**src/rtl/axi_ic_pkg.sv**
```systemverilog
`default_nettype none
// ============================================================================
// Module  : axi_ic_pkg
// Purpose : Shared definitions for the 4-master AXI interconnect.
//           Provides the write-arbiter state encoding, the master count and
//           the master index encodings.
// Ports   : none (package)
// Rev     : 1.0  initial release
// ============================================================================
package axi_ic_pkg;

  localparam int NUM_MASTERS = 4;

  typedef enum logic [1:0] {
    IDLE = 2'd0,
    XFER = 2'd1,
    RESP = 2'd2
  } wr_state_e;

  typedef enum logic [1:0] {
    MST0 = 2'd0,
    MST1 = 2'd1,
    MST2 = 2'd2,
    MST3 = 2'd3
  } mst_idx_e;

endpackage : axi_ic_pkg
`default_nettype wire

```
**src/rtl/axi_rr_pick4.sv**
```systemverilog
`default_nettype none
// ============================================================================
// Module  : axi_rr_pick4
// Purpose : Combinational 4-way round-robin picker. Returns the first set
//           request bit found searching from ptr_i upward (mod 4).
// Ports   : req_i   [3:0] request bits (bit i = master i)
//           ptr_i   [1:0] highest-priority position
//           gnt_o   [3:0] one-hot winner (zero when no request)
//           idx_o   [1:0] encoded winner (zero when no request)
//           valid_o       at least one request present
// Rev     : 1.0  initial release
// ============================================================================
module axi_rr_pick4
  import axi_ic_pkg::*;
(
  input  logic [NUM_MASTERS-1:0] req_i,
  input  logic [1:0]             ptr_i,
  output logic [NUM_MASTERS-1:0] gnt_o,
  output logic [1:0]             idx_o,
  output logic                   valid_o
);

  logic [1:0] cand;

  // Walk from the lowest priority offset to the highest so that the
  // position at ptr_i overrides everything else when it is requesting.
  always_comb begin
    cand    = ptr_i;
    idx_o   = MST0;
    valid_o = 1'b0;
    for (int k = NUM_MASTERS - 1; k >= 0; k--) begin
      cand = ptr_i + 2'(k);
      if (req_i[cand]) begin
        idx_o   = cand;
        valid_o = 1'b1;
      end
    end
    gnt_o = valid_o ? (4'b0001 << idx_o) : 4'b0000;
  end

endmodule : axi_rr_pick4
`default_nettype wire

```
**src/rtl/axi_wr_arbiter.sv**
```systemverilog
`default_nettype none
// ============================================================================
// Module  : axi_wr_arbiter
// Purpose : Round-robin write-path arbiter. Holds one grant from selection
//           through the B handshake so AW/W/B never interleave between
//           masters. Tracks AW and W completion independently and flags a
//           sticky length error when WLAST does not land on AWLEN+1.
// Ports   : ACLK, ARESETn (async, active-low)
//           m_awvalid[3:0]        per-master AWVALID
//           s_awvalid/s_awready/s_awlen  muxed AW handshake + length
//           s_wvalid/s_wready/s_wlast    muxed W handshake + last
//           s_bvalid/s_bready            B handshake
//           wgrnt[3:0], wgrnt_idx[1:0]   one-hot / encoded grant
//           busy                         not IDLE
//           len_err                      sticky burst-length mismatch
//           grant_cnt[63:0]              per-master grant counters
//                                        (only with AXI_WR_ARB_STATS_EN)
// Config  : `define AXI_WR_ARB_STATS_EN adds grant_cnt.
// Rev     : 1.0  initial release
// ============================================================================
module axi_wr_arbiter
  import axi_ic_pkg::*;
#(
  parameter int BURST_CNT_W = 9
) (
  input  logic                   ACLK,
  input  logic                   ARESETn,
  input  logic [NUM_MASTERS-1:0] m_awvalid,
  input  logic                   s_awvalid,
  input  logic                   s_awready,
  input  logic [7:0]             s_awlen,
  input  logic                   s_wvalid,
  input  logic                   s_wready,
  input  logic                   s_wlast,
  input  logic                   s_bvalid,
  input  logic                   s_bready,
  output logic [NUM_MASTERS-1:0] wgrnt,
  output logic [1:0]             wgrnt_idx,
  output logic                   busy,
  output logic                   len_err
`ifdef AXI_WR_ARB_STATS_EN
  ,
  output logic [63:0]            grant_cnt
`endif
);

  wr_state_e              state_q, state_d;
  logic [NUM_MASTERS-1:0] gnt_q, gnt_d;
  logic [1:0]             idx_q, idx_d;
  logic [1:0]             rr_ptr_q, rr_ptr_d;
  logic [BURST_CNT_W-1:0] beat_cnt_q, beat_cnt_d;
  logic [BURST_CNT_W-1:0] exp_beats_q, exp_beats_d;
  logic                   aw_done_q, aw_done_d;
  logic                   w_done_q, w_done_d;
  logic                   len_err_q, len_err_d;

  logic [NUM_MASTERS-1:0] pick_gnt;
  logic [1:0]             pick_idx;
  logic                   pick_valid;

  logic aw_hs, w_hs, b_hs;
  assign aw_hs = s_awvalid & s_awready;
  assign w_hs  = s_wvalid & s_wready;
  assign b_hs  = s_bvalid & s_bready;

  axi_rr_pick4 u_pick (
    .req_i   (m_awvalid),
    .ptr_i   (rr_ptr_q),
    .gnt_o   (pick_gnt),
    .idx_o   (pick_idx),
    .valid_o (pick_valid)
  );

  always_ff @(posedge ACLK or negedge ARESETn) begin
    if (!ARESETn) begin
      state_q     <= IDLE;
      gnt_q       <= '0;
      idx_q       <= MST0;
      rr_ptr_q    <= MST0;
      beat_cnt_q  <= '0;
      exp_beats_q <= '0;
      aw_done_q   <= 1'b0;
      w_done_q    <= 1'b0;
      len_err_q   <= 1'b0;
    end else begin
      state_q     <= state_d;
      gnt_q       <= gnt_d;
      idx_q       <= idx_d;
      rr_ptr_q    <= rr_ptr_d;
      beat_cnt_q  <= beat_cnt_d;
      exp_beats_q <= exp_beats_d;
      aw_done_q   <= aw_done_d;
      w_done_q    <= w_done_d;
      len_err_q   <= len_err_d;
    end
  end

  always_comb begin
    state_d     = state_q;
    gnt_d       = gnt_q;
    idx_d       = idx_q;
    rr_ptr_d    = rr_ptr_q;
    beat_cnt_d  = beat_cnt_q;
    exp_beats_d = exp_beats_q;
    aw_done_d   = aw_done_q;
    w_done_d    = w_done_q;
    len_err_d   = len_err_q;
    case (state_q)
      IDLE: begin
        if (pick_valid) begin
          gnt_d   = pick_gnt;
          idx_d   = pick_idx;
          state_d = XFER;
        end
      end
      XFER: begin
        if (aw_hs && !aw_done_q) begin
          aw_done_d   = 1'b1;
          exp_beats_d = BURST_CNT_W'(s_awlen) + BURST_CNT_W'(1);
        end
        // Beats after WLAST do not belong to this burst and are not counted.
        if (w_hs && !w_done_q) begin
          if (beat_cnt_q != '1) begin
            beat_cnt_d = beat_cnt_q + BURST_CNT_W'(1);
          end
          if (s_wlast) begin
            w_done_d = 1'b1;
          end
        end
        // Using the next-state flags lets an AW and WLAST landing in the
        // same cycle (or in either order) move to RESP on the following
        // cycle; the length check is done once both are known.
        if (aw_done_d && w_done_d) begin
          state_d = RESP;
          if (beat_cnt_d != exp_beats_d) begin
            len_err_d = 1'b1;
          end
        end
      end
      RESP: begin
        if (b_hs) begin
          rr_ptr_d    = idx_q + 2'd1;
          gnt_d       = '0;
          beat_cnt_d  = '0;
          exp_beats_d = '0;
          aw_done_d   = 1'b0;
          w_done_d    = 1'b0;
          state_d     = IDLE;
        end
      end
      default: begin
        state_d = IDLE;
        gnt_d   = '0;
      end
    endcase
  end

  assign wgrnt     = gnt_q;
  assign wgrnt_idx = idx_q;
  assign busy      = (state_q != IDLE);
  assign len_err   = len_err_q;

`ifdef AXI_WR_ARB_STATS_EN
  logic [15:0] grant_cnt_q [NUM_MASTERS];

  always_ff @(posedge ACLK or negedge ARESETn) begin
    if (!ARESETn) begin
      for (int i = 0; i < NUM_MASTERS; i++) begin
        grant_cnt_q[i] <= '0;
      end
    end else begin
      for (int i = 0; i < NUM_MASTERS; i++) begin
        if ((state_q == IDLE) && pick_valid && (pick_idx == 2'(i)) &&
            (grant_cnt_q[i] != 16'hFFFF)) begin
          grant_cnt_q[i] <= grant_cnt_q[i] + 16'd1;
        end
      end
    end
  end

  for (genvar g = 0; g < NUM_MASTERS; g++) begin : g_grant_cnt
    assign grant_cnt[16*g +: 16] = grant_cnt_q[g];
  end
`endif

endmodule : axi_wr_arbiter
`default_nettype wire

```
**config.mk**
```make
export PLATFORM = sky130hd
export DESIGN_NAME = axi_wr_arbiter
export DESIGN_NICKNAME = d
export VERILOG_FILES = /design/src/rtl/axi_ic_pkg.sv /design/src/rtl/axi_rr_pick4.sv /design/src/rtl/axi_wr_arbiter.sv
export SDC_FILE = /design/constraint.sdc
export NUM_CORES = 1
export LEC_CHECK = 0
export ABC_AREA = 1
export CAP_MARGIN = 15
export CORE_MARGIN = 8
export CORE_UTILIZATION = 62
export CTS_BUF_LIST = sky130_fd_sc_hd__clkbuf_4 sky130_fd_sc_hd__clkbuf_8
export CTS_CLUSTER_DIAMETER = 80
export DETAILED_ROUTE_END_ITERATION = 8
export HOLD_SLACK_MARGIN = 0.06
export PLACE_DENSITY = 0.88
export SYNTH_ARGS = -nofsm -noshare
export SYNTH_HDL_FRONTEND = slang
export SYNTH_SLANG_ARGS = --single-unit
```
**constraint.sdc**
```tcl
create_clock -name ACLK -period 4.1 [get_ports ACLK]
set_clock_uncertainty 0.1 [all_clocks]
set_input_delay 1.23 -clock ACLK [delete_from_list [all_inputs] [get_ports ACLK]]
set_output_delay 1.23 -clock ACLK [all_outputs]
set_load 0.02 [all_outputs]
```
==> flow_summary.yaml, run 1 <==
placed_design:
  dp_hpwl_um: 4370
  place_area_um2: 2520
  portBuffers: 28
  placed_cells: 409
  place.gp.congestion: 0.953
clock_network:
  path_clk_slew_ns: 0.10
  cts_resized: 0
  h-tree-depth: 2
  clk_path_buf_depth: 2
  cts_buffers: 5
  tritoncts: "yes"
  cts_setup_buffers: 0
  clock_sinks: 31
  worstSkewPairLatency_ns: 0.35
  postCtsHoldBufs: 0
  cts-root-buf: "clkbuf_4"
logic_synthesis:
  synth_seq_cells: 31
  syn_nets: 363
  synth_top_area_frac: 0.349
  yosysWarnings: 0
  yosys.area_share.adder: 0.0113
  synthMuxAreaShare: 0
  synthesis.area_um2: 2220
  synth_cell_types: 28
  yosys-top-cells-area: "dfrtp_1 (35%), nand2_1 (20%), nand3_1 (9.5%)"
  syn_avg_cell_area_um2: 6.54
  synth_xor_area_frac: 0.0152
  synth_top_family_by_area: "simple AND/OR/NAND/NOR gates"
  synth-simple-area-share: 0.409
  syn_inst: 340
  synth_top_area_cell: "dfrtp_1"
  synth-compound-area-share: 0.106
  ys_seq_area_frac: 0.349
routing:
  drt_iter0_drc: 288
  totalWireLength_um: 5690
  viasPerCell: 5.69
  wl_per_cell_um: 13.7
  via_count: 2371
  first_pass_iters: 5
  postRouteAntennaNets: 0
  route.detailed.drc: 0
critical_path:
  timing.critical_path.fanout_max: 12
  criticalPathCategory: "in -> reg"
  slowest_stage: "clkdlybuf4s50_1"
  max_stage_delay_ns: 0.50
  worst_setup_path_end_kind: "flip-flop"
  cp.buffers_inverters: 1
  worst_setup_path_start_kind: "input port"
  cp_top_family: "simple AND/OR/NAND/NOR gates"
  crit_chain: "clkdlybuf4s50_1, nand2_1, nor2_1, o21ai_0, nand3b_1, nand2_1, nand3_1, nor2_1, nand2_1, nand2_1, nand2_1"
  crit_top_cell: "nand2_1"
  crit_required_ns: 4.25
  critical_path_arrival_ns: 3.16
timing:
  tns_ns: 0
  rsz0062_at_grt: "false"
  fin_crit_sh: 0.734
  tightest_slew_ns: 0.692
  clock.fmax_ghz: 0.332
  maxSlewHeadroom: 0.538
  whs_ns: 0.397
  finalMaxSlewViolations: 0
  fin_crit_ns: 3.01
  setup_viol: 0
  hold_viol: 0
hold_path:
  hold_class: "reg -> reg"
power_and_ir_drop:
  powerDensity_nw_per_um2: 665
  leakage_nw: 1.33
  p_comb_frac: 0.547
  power.internal_uw: 899
  p_sw_uw: 835
  clkPwrFrac: 0.149
  vdd_drop_max_mv: 0.449
  seq_power_share: 0.304
  p_sw_frac: 0.482
cells_and_area:
  instances_no_fill: 417
  design_area_um2: 2610
  drive_gt1_frac: 0.0647
  num_antenna_cells: 0
  fin_nets: 393
  area_delta_synth_final_pct: 17.4
die:
  die_area_um2: 5760
  coreArea_um2: 3390
  dieWidth_um: 75.9
  core.rowCount: 21
  dieHeight_um: 75.9
  initial_core_util: 0.656
  io-pin-count: 29
global_routing:
  grt_pass1_vias: 2294
  grt_max_degree: 32
  antenna_found_initial: 0
  track_usage: 0.231
  grt_overflow: 0
  grt_pass1_wl_um: 10200
outcome:
  status: "completed"
run:
  cap_violations: 0
-- per-layer routing --
metal | global-route usage | up-vias | wire [um]
li1 | - | 1157 | -
met1 | 0.280 | 1089 | 2330
met2 | 0.380 | 109 | 2780
met3 | 0.0711 | 16 | 474
met4 | 0.0746 | 0 | 112
met5 | 0 | - | 0
-- cells in the mapped netlist --
library cell,instances
a31oi_1,1
buf_4,3
buf_6,2
clkbuf_1,2
dfrtp_1,31
ha_1,2
inv_1,48
inv_2,3
nand2_1,119
nand2_2,3
nand2_4,1
nand3_1,42
nand3_2,2
nand3_4,1
nand3b_1,2
nand4_1,8
nor2_1,23
nor2_4,2
nor3_1,2
o211ai_1,2
o21ai_0,17
o21ai_1,6
o21ai_2,1
o21bai_1,2
o22ai_1,12
xnor2_1,1
xor2_1,1
xor2_2,1
-- state kept, by name, indices dropped and copies added, names as in the netlist --
register and count:
rr_ptr_q 2, beat_cnt_q 9, aw_done_q 1, wgrnt_idx 2, wgrnt 4, w_done_q 1
exp_beats_q 9, state_q 2, len_err 1
-- cells by family after synthesis --
group                    Yosys count
buffers and inverters             58
flip-flops                        31
XOR/XNOR                           3
AO/OA/AOI/OAI                     41
AND/OR/NAND/NOR                  205
adder cells (fa/ha/maj)            2
-- worst paths after layout --
check,end,cells past startpoint,slack [ns],start
min reg2reg,wgrnt[2],2,0.40,wgrnt[2]
min,wgrnt[2],2,0.40,wgrnt[2]
min in group asynchronous,exp_beats_q[2],2,1.17,ARESETn
max,len_err,11,1.09,s_awvalid
max reg2reg,exp_beats_q[5],5,1.89,state_q[0]
max in group asynchronous,wgrnt[1],2,2.44,ARESETn
-- placed cells by master, fill, tap and decap left out, types with 6 or more instances in the layout --
master and n:
nand2_1 119, inv_1 48, nand3_1 42, dfrtp_1 31, clkdlybuf4s50_1 28, nor2_1 23
o21ai_0 17, o22ai_1 12, nand4_1 8, o21ai_1 6
-- area by class of cell --
type / instances / area [um^2]
Multi-Input combinational cell: 251 / 1200
Clock inverter: 2 / 35.0
Sequential cell: 31 / 776
Inverter: 51 / 191
Timing Repair Buffer: 30 / 295
Tap cell: 46 / 57.6
Clock buffer: 6 / 51.3
Fill cell: 253 / 781
-- worst min-delay path: cells and delay by family (launching register included) --
kind             cells  cell delay [ns]
flip-flops           1             0.36
AND/OR/NAND/NOR      2             0.11
-- metrics by stage --
step | power, mW | setup slack (ns) | utilization
global placement | 1.44 | 0.834 | 0.744
floorplan | 1.22 | 1.66 | -
detailed placement | 1.46 | 0.724 | 0.744
global route | 1.89 | 0.824 | 0.770
finish | 1.73 | 1.09 | 0.770
CTS | 1.72 | 1.09 | 0.770
-- power groups by stage --
stage | clock network (mW) | logic [mW] | registers [mW]
3_5_place_dp | 0 | 0.933 | 0.530
4_1_cts | 0.256 | 0.940 | 0.525
3_3_place_gp | 0 | 0.911 | 0.525
5_1_grt | 0.273 | 1.07 | 0.542
2_1_floorplan | 0 | 0.706 | 0.512
6_report | 0.258 | 0.949 | 0.526
No activity file was read; power rests on OpenSTA's default activity.
==> inputs of run 2 (changes only) <==
--- a/config.mk
+++ b/config.mk
@@ -8,12 +8,12 @@
 export ABC_AREA = 1
 export CAP_MARGIN = 15
 export CORE_MARGIN = 8
-export CORE_UTILIZATION = 62
+export CORE_UTILIZATION = 57
 export CTS_BUF_LIST = sky130_fd_sc_hd__clkbuf_4 sky130_fd_sc_hd__clkbuf_8
 export CTS_CLUSTER_DIAMETER = 80
 export DETAILED_ROUTE_END_ITERATION = 8
 export HOLD_SLACK_MARGIN = 0.06
-export PLACE_DENSITY = 0.88
+export PLACE_DENSITY = 0.82
 export SYNTH_ARGS = -nofsm -noshare
 export SYNTH_HDL_FRONTEND = slang
 export SYNTH_SLANG_ARGS = --single-unit
==> constraint.sdc (replaced) <==
create_clock -name ACLK -period 3.1 [get_ports ACLK]
set_clock_uncertainty 0.1 [all_clocks]
set_input_delay 0.93 -clock ACLK [delete_from_list [all_inputs] [get_ports ACLK]]
set_output_delay 0.93 -clock ACLK [all_outputs]
set_load 0.02 [all_outputs]
==> flow_summary.yaml, run 2 (synthesis gave the netlist of run 1 again) <==
outcome:
  status: "completed"
power_and_ir_drop:
  seq_power_share: 0.294
  leakage_nw: 1.35
  p_comb_frac: 0.531
  power.internal_mw: 1.26
  powerDensity_nw_per_um2: 891
  vdd_drop_max_mv: 0.597
  p_sw_mw: 1.11
  clkPwrFrac: 0.175
  p_sw_frac: 0.467
clock_network:
  cts_buffers: 5
  cts_setup_buffers: 0
  h-tree-depth: 2
  clock_sinks: 31
  cts-root-buf: "clkbuf_8"
  path_clk_slew_ns: 0.07
  cts_resized: 0
  postCtsHoldBufs: 0
  worstSkewPairLatency_ns: 0.28
  tritoncts: "yes"
  clk_path_buf_depth: 2
timing:
  fin_crit_ns: 2.61
  hold_viol: 0
  tns_ns: 0
  finalMaxSlewViolations: 0
  fin_crit_sh: 0.843
  maxSlewHeadroom: 0.519
  rsz0062_at_grt: "false"
  setup_viol: 0
  clock.fmax_ghz: 0.383
  tightest_slew_ns: 0.720
cells_and_area:
  layout_commonest_cell: "nand2_1"
  fillCellCount: 318
  instances_no_fill: 421
  num_antenna_cells: 0
  layout_common_cells: "nand2_1 (119), inv_1 (48), nand3_1 (42), dfrtp_1 (31), clkdlybuf4s50_1 (28)"
  drive_gt1_frac: 0.0697
  area_delta_synth_final_pct: 19.6
  fin_nets: 395
hold_path:
  hold_class: "reg -> reg"
placed_design:
  placed_cells: 413
  place.gp.congestion: 0.884
  portBuffers: 28
  dp_hpwl_um: 4060
die:
  dieHeight_um: 78.4
  core.rowCount: 22
  coreArea_um2: 3720
  dieWidth_um: 78.4
  die_area_um2: 6150
  io-pin-count: 29
  initial_core_util: 0.598
critical_path:
  critical_path_arrival_ns: 2.69
  criticalPathCategory: "in -> reg"
  timing.critical_path.fanout_max: 5
  worst_setup_path_start_kind: "input port"
  worst_setup_path_end_kind: "flip-flop"
  crit_required_ns: 3.17
  regToRegSetupSlack_ns: 0.82
global_routing:
  antenna_found_initial: 0
  grt_overflow: 0
  grt_pass1_wl_um: 9430
  grt_pass1_vias: 2191
  grt_max_degree: 32
  track_usage: 0.186
routing:
  via_count: 2328
  postRouteAntennaNets: 0
  wl_per_cell_um: 12.9
  viasPerCell: 5.53
  totalWireLength_um: 5450
  first_pass_iters: 5
  route.detailed.drc: 0
  drt_iter0_drc: 171
run:
  cap_violations: 0
==> run 2: cell types whose count changed in the layout (fill, tap and decap cells not counted) <==
cell,change
buf_4,+2
clkbuf_4,-5
clkbuf_8,+5
==> run 2: layout make-up <==
type	instances	area, um^2	area share
Multi-Input combinational cell	251	1200	0.452
Sequential cell	31	776	0.292
Timing Repair Buffer	32	310	0.117
Inverter	51	191	0.0720
Clock buffer	6	82.6	0.0311
Tap cell	48	60.1	0.0226
Clock inverter	2	35.0	0.0132
==> run 2: critical path, stage by stage <==
cell	delay, ns
clkdlybuf4s50_1	0.56
ha_1	0.22
nand2_1	0.08
nor2_1	0.14
nand3_1	0.12
nand2_1	0.09
nand2_1	0.05
nand2_1	0.07
nand2_1	0.05
nand2_1	0.07
nand2_1	0.05
nor2_1	0.10
nand2_1	0.06
nand2_1	0.05
nand2_1	0.05
==> run 2: power groups by stage <==
stage | registers [mW] | logic [mW] | clock network [mW]
2_1_floorplan | 0.677 | 0.934 | 0
3_3_place_gp | 0.696 | 1.20 | 0
3_5_place_dp | 0.699 | 1.22 | 0
4_1_cts | 0.693 | 1.24 | 0.418
5_1_grt | 0.714 | 1.41 | 0.435
6_report | 0.697 | 1.26 | 0.414
==> run 2: worst paths after layout <==
kind | start | end | cells past startpoint
worst max-delay path | s_awlen[0] | len_err | 15
worst min-delay path | wgrnt[2] | wgrnt[2] | 2
worst max register to register | state_q[1] | beat_cnt_q[2] | 4
worst min register to register | wgrnt[2] | wgrnt[2] | 2
max in group asynchronous | ARESETn | beat_cnt_q[4] | 2
min in group asynchronous | ARESETn | wgrnt_idx[1] | 2
==> run 2: through the flow <==
stage	worst slack [ns]	power (mW)	util	area (um^2)	hold WS, ns
after floorplan	0.958	1.61	-	2220	0.373
after global placement	0.302	1.90	0.684	2540	0.373
after detailed placement	0.212	1.92	0.684	2540	0.371
after CTS	0.504	2.35	0.715	2660	0.392
after global routing	0.209	2.56	0.715	2660	0.410
final	0.487	2.37	0.715	2660	0.391
==> run 2: layer usage <==
metal / GRT usage / share of wire / vias up
met4: 0.0630 / 0.013 / 0
met5: 0 / 0 / -
met1: 0.237 / 0.46 / 1062
met2: 0.300 / 0.46 / 95
met3: 0.0433 / 0.060 / 7
li1: - / - / 1164
